[config.mk]
export PLATFORM = sky130hd
export DESIGN_NAME = ysyx_24090003_ifu
export DESIGN_NICKNAME = d
export VERILOG_FILES = /design/src/rtl/ysyx_24090003_ifu_pkg.sv /design/src/rtl/ysyx_24090003_ifu_pc_reg.sv /design/src/rtl/ysyx_24090003_ifu.sv
export SDC_FILE = /design/constraint.sdc
export NUM_CORES = 1
export LEC_CHECK = 0
export CORE_AREA = 2 2 69 136
export CTS_CLUSTER_SIZE = 10
export DETAILED_ROUTE_END_ITERATION = 8
export DIE_AREA = 0 0 71 138
export PLACE_DENSITY_LB_ADDON = 0.1
export SYNTH_ARGS = -nofsm -noshare
export SYNTH_HDL_FRONTEND = slang
export SYNTH_HIERARCHICAL = 1
export SYNTH_SLANG_ARGS = --single-unit
[constraint.sdc]
create_clock -name i_clk -period 3.3 [get_ports i_clk]
set_input_delay 0.33 -clock i_clk [delete_from_list [all_inputs] [get_ports i_clk]]
set_output_delay 0.33 -clock i_clk [all_outputs]
set_load 0.05 [all_outputs]
[src/rtl/ysyx_24090003_ifu_pkg.sv]
// Shared IFU definitions: FSM state encodings, the sequential PC step and the reset PC.
package ysyx_24090003_ifu_pkg;

  typedef enum logic [2:0] {
    IFU_S_REQ    = 3'd0,
    IFU_S_WAIT   = 3'd1,
    IFU_S_VALID  = 3'd2,
    IFU_S_COMMIT = 3'd3,
    IFU_S_ERR    = 3'd4
  } ifu_state_e;

  localparam logic [31:0] CONSTANT_FOUR    = 32'd4;
  localparam logic [31:0] RESET_PC_DEFAULT = 32'h8000_0000;

  function automatic logic is_misaligned(input logic [1:0] lsb);
    return lsb != 2'b00;
  endfunction

endpackage

[src/rtl/ysyx_24090003_ifu_pc_reg.sv]
// Architectural PC register with redirect/+4 next-PC select.
// YSYX_24090003_IFU_MISALIGN_CHECK_EN: keep raw redirect target and flag misalignment.
module ysyx_24090003_ifu_pc_reg
  import ysyx_24090003_ifu_pkg::*;
#(
  parameter int                ADDR_W   = 32,
  parameter logic [ADDR_W-1:0] RESET_PC = ADDR_W'(RESET_PC_DEFAULT)
) (
  input  logic              i_clk,
  input  logic              i_rst,
  input  logic              i_load,
  input  logic              i_pc_update,
  input  logic [ADDR_W-1:0] i_next_pc,
`ifdef YSYX_24090003_IFU_MISALIGN_CHECK_EN
  output logic              o_misalign,
`endif
  output logic [ADDR_W-1:0] o_pc
);

  logic [ADDR_W-1:0] pc_q, pc_d;
  logic [ADDR_W-1:0] redirect, sel_pc;

  always_comb begin
`ifdef YSYX_24090003_IFU_MISALIGN_CHECK_EN
    redirect = i_next_pc;
`else
    redirect = i_next_pc & ~ADDR_W'(2'b11);
`endif
    sel_pc = i_pc_update ? redirect : pc_q + ADDR_W'(CONSTANT_FOUR);
    pc_d   = i_load ? sel_pc : pc_q;
  end

  always_ff @(posedge i_clk) begin
    if (i_rst) pc_q <= RESET_PC;
    else       pc_q <= pc_d;
  end

`ifdef YSYX_24090003_IFU_MISALIGN_CHECK_EN
  assign o_misalign = is_misaligned(sel_pc[1:0]);
`endif
  assign o_pc = pc_q;

endmodule

[src/rtl/ysyx_24090003_ifu.sv]
// Instruction fetch unit: single-outstanding imem fetch, IDU handshake, PC update on commit.
// YSYX_24090003_IFU_MISALIGN_CHECK_EN adds o_fetch_err and a sticky error state.
module ysyx_24090003_ifu
  import ysyx_24090003_ifu_pkg::*;
#(
  parameter int                ADDR_W   = 32,
  parameter int                INST_W   = 32,
  parameter logic [ADDR_W-1:0] RESET_PC = ADDR_W'(RESET_PC_DEFAULT)
) (
  input  logic              i_clk,
  input  logic              i_rst,
  output logic              o_imem_req_valid,
  input  logic              i_imem_req_ready,
  output logic [ADDR_W-1:0] o_imem_addr,
  input  logic              i_imem_resp_valid,
  input  logic [INST_W-1:0] i_imem_rdata,
  output logic              o_inst_valid,
  input  logic              i_inst_ready,
  output logic [INST_W-1:0] o_inst,
  output logic [ADDR_W-1:0] o_pc,
  input  logic              i_commit,
  input  logic              i_pc_update,
  input  logic [ADDR_W-1:0] i_next_pc,
  output logic              o_busy
`ifdef YSYX_24090003_IFU_MISALIGN_CHECK_EN
  ,
  output logic              o_fetch_err
`endif
);

  ifu_state_e        state_q, state_d;
  logic [INST_W-1:0] inst_q, inst_d;
  logic              req_valid_q, req_valid_d;
  logic              inst_valid_q, inst_valid_d;
  logic              busy_q, busy_d;
  logic              pc_load;
  logic [ADDR_W-1:0] pc;
`ifdef YSYX_24090003_IFU_MISALIGN_CHECK_EN
  logic              misalign;
  logic              err_q, err_d;
`endif

  ysyx_24090003_ifu_pc_reg #(
    .ADDR_W   (ADDR_W),
    .RESET_PC (RESET_PC)
  ) u_pc_reg (
    .i_clk       (i_clk),
    .i_rst       (i_rst),
    .i_load      (pc_load),
    .i_pc_update (i_pc_update),
    .i_next_pc   (i_next_pc),
`ifdef YSYX_24090003_IFU_MISALIGN_CHECK_EN
    .o_misalign  (misalign),
`endif
    .o_pc        (pc)
  );

  always_comb begin
    state_d = state_q;
    inst_d  = inst_q;
    pc_load = 1'b0;
    case (state_q)
      IFU_S_REQ:    if (i_imem_req_ready) state_d = IFU_S_WAIT;
      IFU_S_WAIT: begin
        if (i_imem_resp_valid) begin
          inst_d  = i_imem_rdata;
          state_d = IFU_S_VALID;
        end
      end
      IFU_S_VALID:  if (i_inst_ready) state_d = IFU_S_COMMIT;
      IFU_S_COMMIT: begin
        if (i_commit) begin
          pc_load = 1'b1;
`ifdef YSYX_24090003_IFU_MISALIGN_CHECK_EN
          state_d = misalign ? IFU_S_ERR : IFU_S_REQ;
`else
          state_d = IFU_S_REQ;
`endif
        end
      end
`ifdef YSYX_24090003_IFU_MISALIGN_CHECK_EN
      IFU_S_ERR:    state_d = IFU_S_ERR;
`endif
      default:      state_d = IFU_S_REQ;
    endcase
    // Outputs are decoded from the next state so they come straight off flops.
    req_valid_d  = (state_d == IFU_S_REQ);
    inst_valid_d = (state_d == IFU_S_VALID);
    busy_d       = (state_d != IFU_S_REQ);
`ifdef YSYX_24090003_IFU_MISALIGN_CHECK_EN
    err_d        = (state_d == IFU_S_ERR);
`endif
  end

  always_ff @(posedge i_clk) begin
    if (i_rst) begin
      state_q      <= IFU_S_REQ;
      inst_q       <= '0;
      req_valid_q  <= 1'b1;
      inst_valid_q <= 1'b0;
      busy_q       <= 1'b0;
`ifdef YSYX_24090003_IFU_MISALIGN_CHECK_EN
      err_q        <= 1'b0;
`endif
    end else begin
      state_q      <= state_d;
      inst_q       <= inst_d;
      req_valid_q  <= req_valid_d;
      inst_valid_q <= inst_valid_d;
      busy_q       <= busy_d;
`ifdef YSYX_24090003_IFU_MISALIGN_CHECK_EN
      err_q        <= err_d;
`endif
    end
  end

  // Everything but the PC reads zero while reset is held.
  assign o_imem_req_valid = req_valid_q & ~i_rst;
  assign o_inst_valid     = inst_valid_q & ~i_rst;
  assign o_busy           = busy_q & ~i_rst;
  assign o_inst           = inst_q & {INST_W{~i_rst}};
  assign o_imem_addr      = pc;
  assign o_pc             = pc;
`ifdef YSYX_24090003_IFU_MISALIGN_CHECK_EN
  assign o_fetch_err      = err_q & ~i_rst;
`endif

endmodule

==> results.json, run 1 <==
{
  "status": "completed",
  "drv_slew": 0,
  "grt_max_degree": 84,
  "maxCapViolCount": 0,
  "fmax_ghz": 0.460,
  "r2r_end": "u_pc_reg/o_pc[18]$_SDFFE_PP0P_",
  "drive_above_1_share_pct": 6.62,
  "gp_congestion": 0.867,
  "rows": 49,
  "ys_ff_latch": 68,
  "firstDrtPassIters": 4,
  "synth-compound-area-share_pct": 18.3,
  "syn_area_um2": 3940,
  "die_h_um": 138,
  "hold_path.class": "register to register",
  "synth_ff_type": "dfxtp_1",
  "synth_enable_flop_cells": 0,
  "synth_cell_types": 56,
  "cts_setup_buffers": 0,
  "critPathMaxFanout": 83,
  "crit_path_start_kind": "primary input",
  "setup_viol": 0,
  "grt_overflow": 0,
  "area_delta_synth_final_pct": 41.6,
  "r2r-start": "u_pc_reg/o_pc[2]$_SDFFE_PP0P_",
  "tightest_slew_ps": 804,
  "die_x_um": 71,
  "rsz0062_at_grt": "no",
  "num_vias": 3890,
  "hold_violations": 0,
  "async_reset_ff_share_pct": 0,
  "dp_cells": 706,
  "numCtsBuffers": 9,
  "p_per_area_nw_per_um2": 335,
  "crit_required_ps": 2970,
  "core_um2": 8890,
  "die-area_um2": 9800,
  "layout_commonest_cell": "clkdlybuf4s50_1",
  "postRouteAntennaNets": 0,
  "seq_area_frac_synth_pct": 34.5,
  "finalNonFillerCells": 721,
  "min_to": "inst_q[23]$_SDFFE_PP0P_",
  "synthSimpleGateAreaFrac_pct": 31.7,
  "maxSlewHeadroom_pct": 46.4,
  "place.port_buffers": 163,
  "detailed_place_hpwl_mm": 7.88,
  "setup_tns_ps": 0,
  "clk_latency_ps": 330,
  "wl_mm": 10.8,
  "r2r_cells": 6,
  "ios": 170,
  "reg2reg_slack_ps": 1200,
  "wire_per_inst_um": 15.0,
  "arrival_ps": 1850,
  "ys_warn_count": 6,
  "min_from": "inst_q[23]$_SDFFE_PP0P_",
  "drt_first_iter_violations": 203,
  "initial_core_util_pct": 44.3,
  "synth-xor-area-share_pct": 0.222,
  "nets": 687,
  "grt_antenna_before_repair": 0,
  "synth_top_family_by_area": "simple AND/OR/NAND/NOR gates",
  "cts_hold_buf": 0,
  "p_leak_nw": 1.92,
  "regArea_um2": 1360,
  "grt_use_total_pct": 22.3,
  "cts_resized": 0,
  "drt_drc_violations_left": 0,
  "grt_first_pass_wirelength_mm": 17.7,
  "fillerInstances": 832,
  "cts_root_buf": "clkbuf_16",
  "syn_avg_cell_area_um2": 7.85,
  "post_dp_cell_area_um2": 5320,
  "grt_pass1_vias": 3729,
  "layout_worst_path_cycle_share_pct": 65.9,
  "multiInputGateArea_um2": 2120,
  "clkTransAtPathRegs_ps": 50,
  "h-tree-depth": 3,
  "path_class": "primary input to output port",
  "yosys.area_share.adder_pct": 0.317,
  "clock_path_buffers": 2,
  "hold_depth": 2,
  "vias_per_cell": 5.40,
  "power_w": 0.00187,
  "final_cell_mix": "161 x clkdlybuf4s50_1, 84 x nand2_1, 68 x dfxtp_1",
  "muxShareOfSynthArea_pct": 2.83,
  "peakVddDrop_uv": 326,
  "diodes": 0,
  "cts.sinks": 68,
  "period_needed_ps": 2180,
  "endpoint_kind": "output port",
  "cts_tree": "done",
  "synth_cells": 502,
  "clock_skew_ps": 7.48,
  "finalInstanceArea_um2": 5580
}
per-layer routing:
layer | share of wire, % | track usage [%] | up-vias | wire length (um)
li1 | - | - | 1919 | -
met3 | 6.3 | 6.05 | 21 | 677
met4 | 3.4 | 11.3 | 0 | 365
met1 | 36 | 23.4 | 1823 | 3920
met5 | 0 | 0 | - | 0
met2 | 54 | 39.7 | 127 | 5850
sequential cells by signal (all words and copies together) (netlist names):
signal	flops
inst_q	32
req_valid_q	1
state_q	3
busy_q	1
inst_valid_q	1
u_pc_reg/o_pc	30
through the flow:
step | setup WS, ps | util, % | hold slack, ps
after floorplan | 1200 | - | 432
after global placement | 1010 | 59.8 | 437
after detailed placement | 948 | 59.8 | 442
after CTS | 1100 | 62.8 | 432
after global routing | 1020 | 62.8 | 467
final | 1120 | 62.8 | 448
Yosys cell counts, types with 2 or more instances:
cell type	instances	area (um2)
and4_4	3	33.8
nand2_1	84	315
o31ai_1	6	45.0
a221oi_1	3	26.3
a21boi_0	2	15.0
a31oi_1	4	25.0
nor4_2	2	25.0
nand4_1	6	37.5
inv_1	8	30.0
nor2_1	33	124
nor3_1	7	35.0
nand4_4	2	42.5
a21oi_1	51	255
buf_6	4	45.0
buf_2	9	45.0
a211oi_1	7	52.6
and3_1	5	31.3
nand3b_1	2	15.0
clkbuf_1	21	78.8
mux2i_1	10	100
nor4_4	3	63.8
buf_4	35	263
o41ai_1	2	17.5
or3_1	2	12.5
and4_1	3	26.3
nor2b_1	43	269
nand3_1	11	55.1
conb_1	2	7.51
a22o_1	2	17.5
nand2b_1	8	50.1
o32ai_1	2	17.5
o21ai_0	12	60.1
o21bai_1	2	15.0
dfxtp_1	68	1360
a22oi_1	14	105
o311a_1	2	20.0
o21ai_1	3	15.0
worst max-delay path, cell delays in order:
cell	delay, ps
buf_4	620
nor2b_1	130
clkdlybuf4s50_1	740
cell type report:
| cell class | count | share of cell area [%] |
|---|---|---|
| Clock buffer | 10 | 4.10 |
| Clock inverter | 5 | 0.538 |
| Inverter | 9 | 0.606 |
| Multi-Input combinational cell | 357 | 38.0 |
| Sequential cell | 68 | 24.4 |
| Tap cell | 102 | 2.29 |
| Timing Repair Buffer | 170 | 30.1 |
how the worst max path moves through the flow:
stage                             startpoint                        endpoint  slack, ps  depth (start not counted)
2_1_floorplan  u_pc_reg/o_pc[2]$_SDFFE_PP0P_  u_pc_reg/o_pc[20]$_SDFFE_PP0P_       1200                          6
3_3_place_gp                        i_commit  u_pc_reg/o_pc[30]$_SDFFE_PP0P_       1010                          7
3_5_place_dp                        i_commit  u_pc_reg/o_pc[30]$_SDFFE_PP0P_        950                          7
4_1_cts                                i_rst                       o_inst[6]       1100                          3
5_1_grt                                i_rst                       o_inst[6]       1020                          3
6_report                               i_rst                       o_inst[6]       1120                          3
report_power, final:
part	internal, W	switching (W)	total, W	leakage, nW
clock	0.000499	0.000347	0.000846	0.124
sequential	0.000830	0.00000506	0.000835	0.549
combinational	0.000101	0.0000896	0.000190	1.24
total	0.00143	0.000441	0.00187	1.92
kinds of logic after synthesis:
group | count (synthesis)
other | 2
AO/OA/AOI/OAI | 116
buffers and inverters | 78
adder cells (fa/ha/maj) | 1
AND/OR/NAND/NOR | 225
multiplexers | 11
XOR/XNOR | 1
flip-flops | 68
No activity file was read; power rests on OpenSTA's default activity.
==> inputs of run 2 (changes only) <==
CORE_AREA = 2 2 75 148   (was 2 2 69 136)
DIE_AREA = 0 0 77 150   (was 0 0 71 138)
clock period = 1.7 ns   (was 3.3 ns; I/O delays follow)
==> run 2 against run 1 <==
  * Combinational power up 110%
  * Critical path type is now register to register
  * Largest power group unchanged
  * Critical endpoint is now u_pc_reg/o_pc[30]$_SDFFE_PP0P_
  * First-iteration DRC count down 27%
  * Sequential power grew 90%
==> results.json, run 2 (synthesis gave the netlist of run 1 again) <==
{
  "status": "completed",
  "die-area_um2": 11600,
  "initial_core_util_pct": 37.6,
  "peakVddDrop_uv": 501,
  "crit_required_ps": 1970,
  "final_cell_mix": "148 x buf_4, 83 x nand2_1, 66 x clkdlybuf4s50_1",
  "critPathMaxFanout": 4,
  "drt_first_iter_violations": 148,
  "detailed_place_hpwl_mm": 8.92,
  "nets": 737,
  "pwr-share-clk_pct": 48.7,
  "crit_path_start_kind": "register",
  "path_class": "register to register",
  "grt_first_pass_wirelength_mm": 19.1,
  "tightest_slew_ps": 755,
  "grt_antenna_before_repair": 0,
  "layout_commonest_cell": "buf_4",
  "rows": 53,
  "grt_use_total_pct": 20.4,
  "wl_mm": 11.8,
  "clock_skew_ps": 5.28,
  "cts.sinks": 68,
  "cts_root_buf": "clkbuf_16",
  "gp_congestion": 0.844,
  "firstDrtPassIters": 4,
  "seqPwrFrac_pct": 41.2,
  "arrival_ps": 1890,
  "largest_register": "inst_q",
  "ios": 170,
  "die_h_um": 150,
  "diodes": 0,
  "core_um2": 10500,
  "numCtsBuffers": 9,
  "drv_slew": 0,
  "worst_slack_ps": 83.6,
  "h-tree-depth": 3,
  "fmax_ghz": 0.619,
  "clk_latency_ps": 330,
  "wire_per_inst_um": 14.7,
  "critPathTopFamily": "simple AND/OR/NAND/NOR gates",
  "crit_path_max_incr_delay_ps": 370,
  "finalNonFillerCells": 807,
  "pwr-share-comb_pct": 10.1,
  "num_vias": 4023,
  "place.port_buffers": 163,
  "drive_above_1_share_pct": 32.2,
  "clock_path_buffers": 2,
  "cp_slowest_cell": "dfxtp_4",
  "p_per_area_nw_per_um2": 647,
  "maxSlewHeadroom_pct": 49.7,
  "period_needed_ps": 1620,
  "drt_drc_violations_left": 0,
  "p_leak_nw": 2.47,
  "grt_pass1_vias": 4031,
  "area_delta_synth_final_pct": 51.5,
  "regArea_um2": 1430,
  "rsz0062_at_grt": "no",
  "layout_worst_path_cycle_share_pct": 95.1,
  "fin_util_pct": 57.0,
  "grt_max_degree": 79,
  "die_x_um": 77,
  "maxCapViolCount": 0,
  "hold_path.class": "primary input to register",
  "dp_cells": 787,
  "p_sw_share_pct": 23.3,
  "dp_worst_setup_slack_ps": -186,
  "hold_violations": 0,
  "p_sw_w": 0.000902,
  "multiInputGateArea_um2": 2180,
  "endpoint_kind": "register",
  "largest_reg_flops": 32,
  "grt_overflow": 0,
  "vias_per_cell": 4.99,
  "critical_path_buf_inv_count": 1,
  "cts_tree": "done",
  "setup_viol": 0,
  "cp_cell_sequence": "ha_4 -> and4_4 -> buf_4 -> nand2_2 -> nor3_4 -> mux2_4 -> nor2_2",
  "p_int_w": 0.00296,
  "clkTransAtPathRegs_ps": 60,
  "fillerInstances": 987,
  "postRouteAntennaNets": 0
}
[run 2: cell types whose count changed in the layout (fill, tap and decap cells not counted), sizes merged]
cell	delta
dlymetal6s2s	+1
clkdlybuf4s50	-95
clkinvlp	-1
bufinv	+1
dlygate4sd2	+1
buf	+143
inv	+1
[run 2: layout make-up]
| type | instances | share of cell area (%) |
|---|---|---|
| Inverter | 9 | 0.566 |
| Multi-Input combinational cell | 357 | 36.4 |
| Tap cell | 137 | 2.87 |
| Sequential cell | 68 | 24.0 |
| Timing Repair Buffer | 220 | 31.1 |
| Clock buffer | 10 | 4.00 |
| Clock inverter | 6 | 1.05 |
[run 2: path summary, 6_finish.rpt]
check | startpoint | endpoint | slack (ps) | depth (start not counted)
hold / removal | i_pc_update | u_pc_reg/o_pc[31]$_SDFFE_PP1P_ | 330 | 3
setup / recovery | u_pc_reg/o_pc[2]$_SDFFE_PP0P_ | u_pc_reg/o_pc[30]$_SDFFE_PP0P_ | 80 | 7
hold reg to reg | inst_q[2]$_SDFFE_PP0P_ | inst_q[2]$_SDFFE_PP0P_ | 450 | 2
setup reg to reg | u_pc_reg/o_pc[2]$_SDFFE_PP0P_ | u_pc_reg/o_pc[30]$_SDFFE_PP0P_ | 80 | 7
[run 2: per-layer routing]
layer | routed length, um | share of wire [%] | up-vias | global-route usage [%]
li1 | - | - | 2020 | -
met1 | 4290 | 36 | 1862 | 21.3
met2 | 6770 | 57 | 125 | 39.5
met3 | 547 | 4.6 | 16 | 2.59
met4 | 231 | 2.0 | 0 | 9.73
met5 | 0 | 0 | - | 0
[run 2: power by group through the flow]
stage	logic (W)	registers [W]	clock network, W
4_1_cts	0.000392	0.00159	0.00193
2_1_floorplan	0.000181	0.00163	0
5_1_grt	0.000421	0.00159	0.00199
3_5_place_dp	0.000390	0.00163	0
3_3_place_gp	0.000389	0.00163	0
6_report	0.000391	0.00159	0.00188
[run 2: per-stage QoR]
stage                     setup TNS [ps]  power [W]  hold slack (ps)  cell area, um2
after floorplan                    -26.0    0.00181              306            4030
after global placement             -1100    0.00201              437            5590
after detailed placement           -1760    0.00202              443            5590
after CTS                              0    0.00391              295            5900
after global routing                   0    0.00401              354            5970
final                                  0    0.00387              329            5970
[run 2: timing repair]
action / CTS / global route
hold buffers: 0 / 0
resized for setup: 4 / 9
setup endpoints to repair: 4 / 14
gates cloned: 0 / 0
setup buffers: 0 / 4
pin swaps: 0 / 4
[run 2: tightest hold or removal path, delay by kind of cell]
family                 cells  cell delay (ps)
AO/OA/AOI/OAI              1               90
buffers and inverters      2              340
==> inputs of run 3 (changes only) <==
CORE_AREA = 2 2 74 146   (was 2 2 75 148)
CTS_BUF_LIST = sky130_fd_sc_hd__clkbuf_2   (was unset)
DIE_AREA = 0 0 76 148   (was 0 0 77 150)
MAX_ROUTING_LAYER = met4   (was unset)
==> run 3 against run 2 <==
  * Clock power down 56%
  * Die area down 2.6%
  * Total power down 27%
  * Routed wire length up 2.2%
  * Core utilization up 0.30 points
  * Maximum frequency down 2.2%
  * Setup slack worse by 36 ps
  * Critical path depth unchanged
  * Critical path type unchanged
  * Largest power group is now sequential cells
==> results.json, run 3 (synthesis gave the netlist of run 1 again) <==
{
  "place.port_buffers": 163,
  "maxSlewHeadroom_pct": 46.9,
  "worst_slack_ps": 47.5,
  "core_um2": 10100,
  "numCtsBuffers": 9,
  "largest_reg_flops": 32,
  "cts_hold_buf": 0,
  "cts_root_buf": "clkbuf_2",
  "drive_above_1_share_pct": 33.2,
  "rows": 52,
  "die_x_um": 76,
  "die-area_um2": 11200,
  "layout_worst_path_cycle_share_pct": 97.2,
  "num_vias": 4113,
  "setup_viol": 0,
  "wire_per_inst_um": 15.0,
  "critPathMaxFanout": 3,
  "nets": 738,
  "dp_worst_setup_slack_ps": -161,
  "clock_skew_ps": 34.7,
  "p_leak_nw": 2.37,
  "grt_pass1_vias": 4076,
  "status": "completed",
  "grt_overflow": 0,
  "initial_core_util_pct": 39.1,
  "final_cell_mix": "146 x buf_4, 84 x nand2_1, 66 x clkdlybuf4s50_1",
  "critPathTopFamily": "simple AND/OR/NAND/NOR gates",
  "vias_per_cell": 5.10,
  "tightest_slew_ps": 796,
  "drt_first_iter_violations": 169,
  "grt_antenna_before_repair": 1,
  "peakVddDrop_uv": 470,
  "hold_path.class": "primary input to register",
  "p_per_area_nw_per_um2": 485,
  "firstDrtPassIters": 5,
  "rsz0062_at_grt": "yes",
  "crit_path_max_incr_delay_ps": 400,
  "grt_max_degree": 83,
  "layout_commonest_cell": "buf_4",
  "clk_latency_ps": 530,
  "arrival_ps": 2100,
  "die_h_um": 148,
  "h-tree-depth": 3,
  "cts.sinks": 68,
  "path_class": "register to register",
  "grt_first_pass_wirelength_mm": 19.3,
  "gp_congestion": 0.886,
  "grt_use_total_pct": 21.7,
  "cp_slowest_cell": "dfxtp_4",
  "detailed_place_hpwl_mm": 9.11,
  "critical_path_buf_inv_count": 1,
  "postRouteAntennaNets": 0,
  "period_needed_ps": 1650,
  "crit_required_ps": 2150,
  "cts_tree": "done",
  "crit_path_start_kind": "register",
  "largest_register": "inst_q",
  "clock_path_buffers": 2,
  "cp_cell_sequence": "ha_2 -> and4_4 -> buf_4 -> nand2_1 -> nor3_4 -> mux2_4 -> nor2_1",
  "drv_slew": 0,
  "ios": 170,
  "drt_drc_violations_left": 0,
  "endpoint_kind": "register",
  "post_dp_cell_area_um2": 5590,
  "clkTransAtPathRegs_ps": 200,
  "hold_violations": 0,
  "wl_mm": 12.1,
  "fmax_ghz": 0.605,
  "maxCapViolCount": 0,
  "finalInstanceArea_um2": 5780,
  "area_delta_synth_final_pct": 46.6
}
-- run 3: cell count changes in the layout (fill, tap and decap cells not counted), moves of 2 or more --
cell and delta:
nor3_1 -2, clkdlybuf4s15_2 +2, clkbuf_16 -9, nor3_2 +2, clkbuf_2 +12, buf_4 -2
-- run 3: what timing repair did --
item | 4_1_cts | 5_1_grt
gates cloned | 0 | 0
pin swaps | 2 | 7
resized for setup | 14 | 16
endpoints found under the setup margin | 11 | 18
buffers inserted | 3 | 0
-- run 3: layer usage --
layer	track usage, %	wire length [um]
met1	21.8	4350
met3	4.21	553
met4	8.91	212
met5	-	0
met2	40.8	6990
-- run 3: cell type report --
type | count | area, um2
diodes | 1 | 2.50
clock buffers | 10 | 50.0
clock inverters | 6 | 38.8
fillers | 960 | 4310
inverters | 9 | 35.0
multi-input cells | 357 | 2180
flip-flops and latches | 68 | 1430
well taps | 135 | 169
repair buffers | 221 | 1870
-- run 3: final timing paths --
check,start,endpoint,slack (ps),depth (start not counted)
worst max-delay path,u_pc_reg/o_pc[2]$_SDFFE_PP0P_,u_pc_reg/o_pc[30]$_SDFFE_PP0P_,50,7
worst min-delay path,i_pc_update,u_pc_reg/o_pc[31]$_SDFFE_PP1P_,120,3
worst max register to register,u_pc_reg/o_pc[2]$_SDFFE_PP0P_,u_pc_reg/o_pc[30]$_SDFFE_PP0P_,50,7
worst min register to register,inst_q[12]$_SDFFE_PP0P_,inst_q[12]$_SDFFE_PP0P_,460,2
-- run 3: tightest hold or removal path, stage by stage --
cell     delay [ps]
buf_2           130
buf_12          180
o21ai_1         130
-- run 3: stage by stage --
stage / hold WS (ps) / TNS (ps) / cells / util, % / total power [W]
2_1_floorplan: 306 / -26.0 / 503 / - / 0.00181
6_report: 120 / 0 / 807 / 57.3 / 0.00280
3_3_place_gp: 437 / -1110 / 787 / 55.4 / 0.00201
4_1_cts: 66.1 / 0 / 806 / 56.8 / 0.00285
3_5_place_dp: 442 / -1170 / 787 / 55.4 / 0.00201
5_1_grt: 77.6 / -183 / 807 / 57.3 / 0.00294
-- run 3: power breakdown --
| group | internal, W | switching [W] | total, W |
|---|---|---|---|
| sequential | 0.00159 | 0.00000785 | 0.00160 |
| clock | 0.000201 | 0.000622 | 0.000823 |
| combinational | 0.000204 | 0.000182 | 0.000386 |
| total | 0.00199 | 0.000812 | 0.00280 |
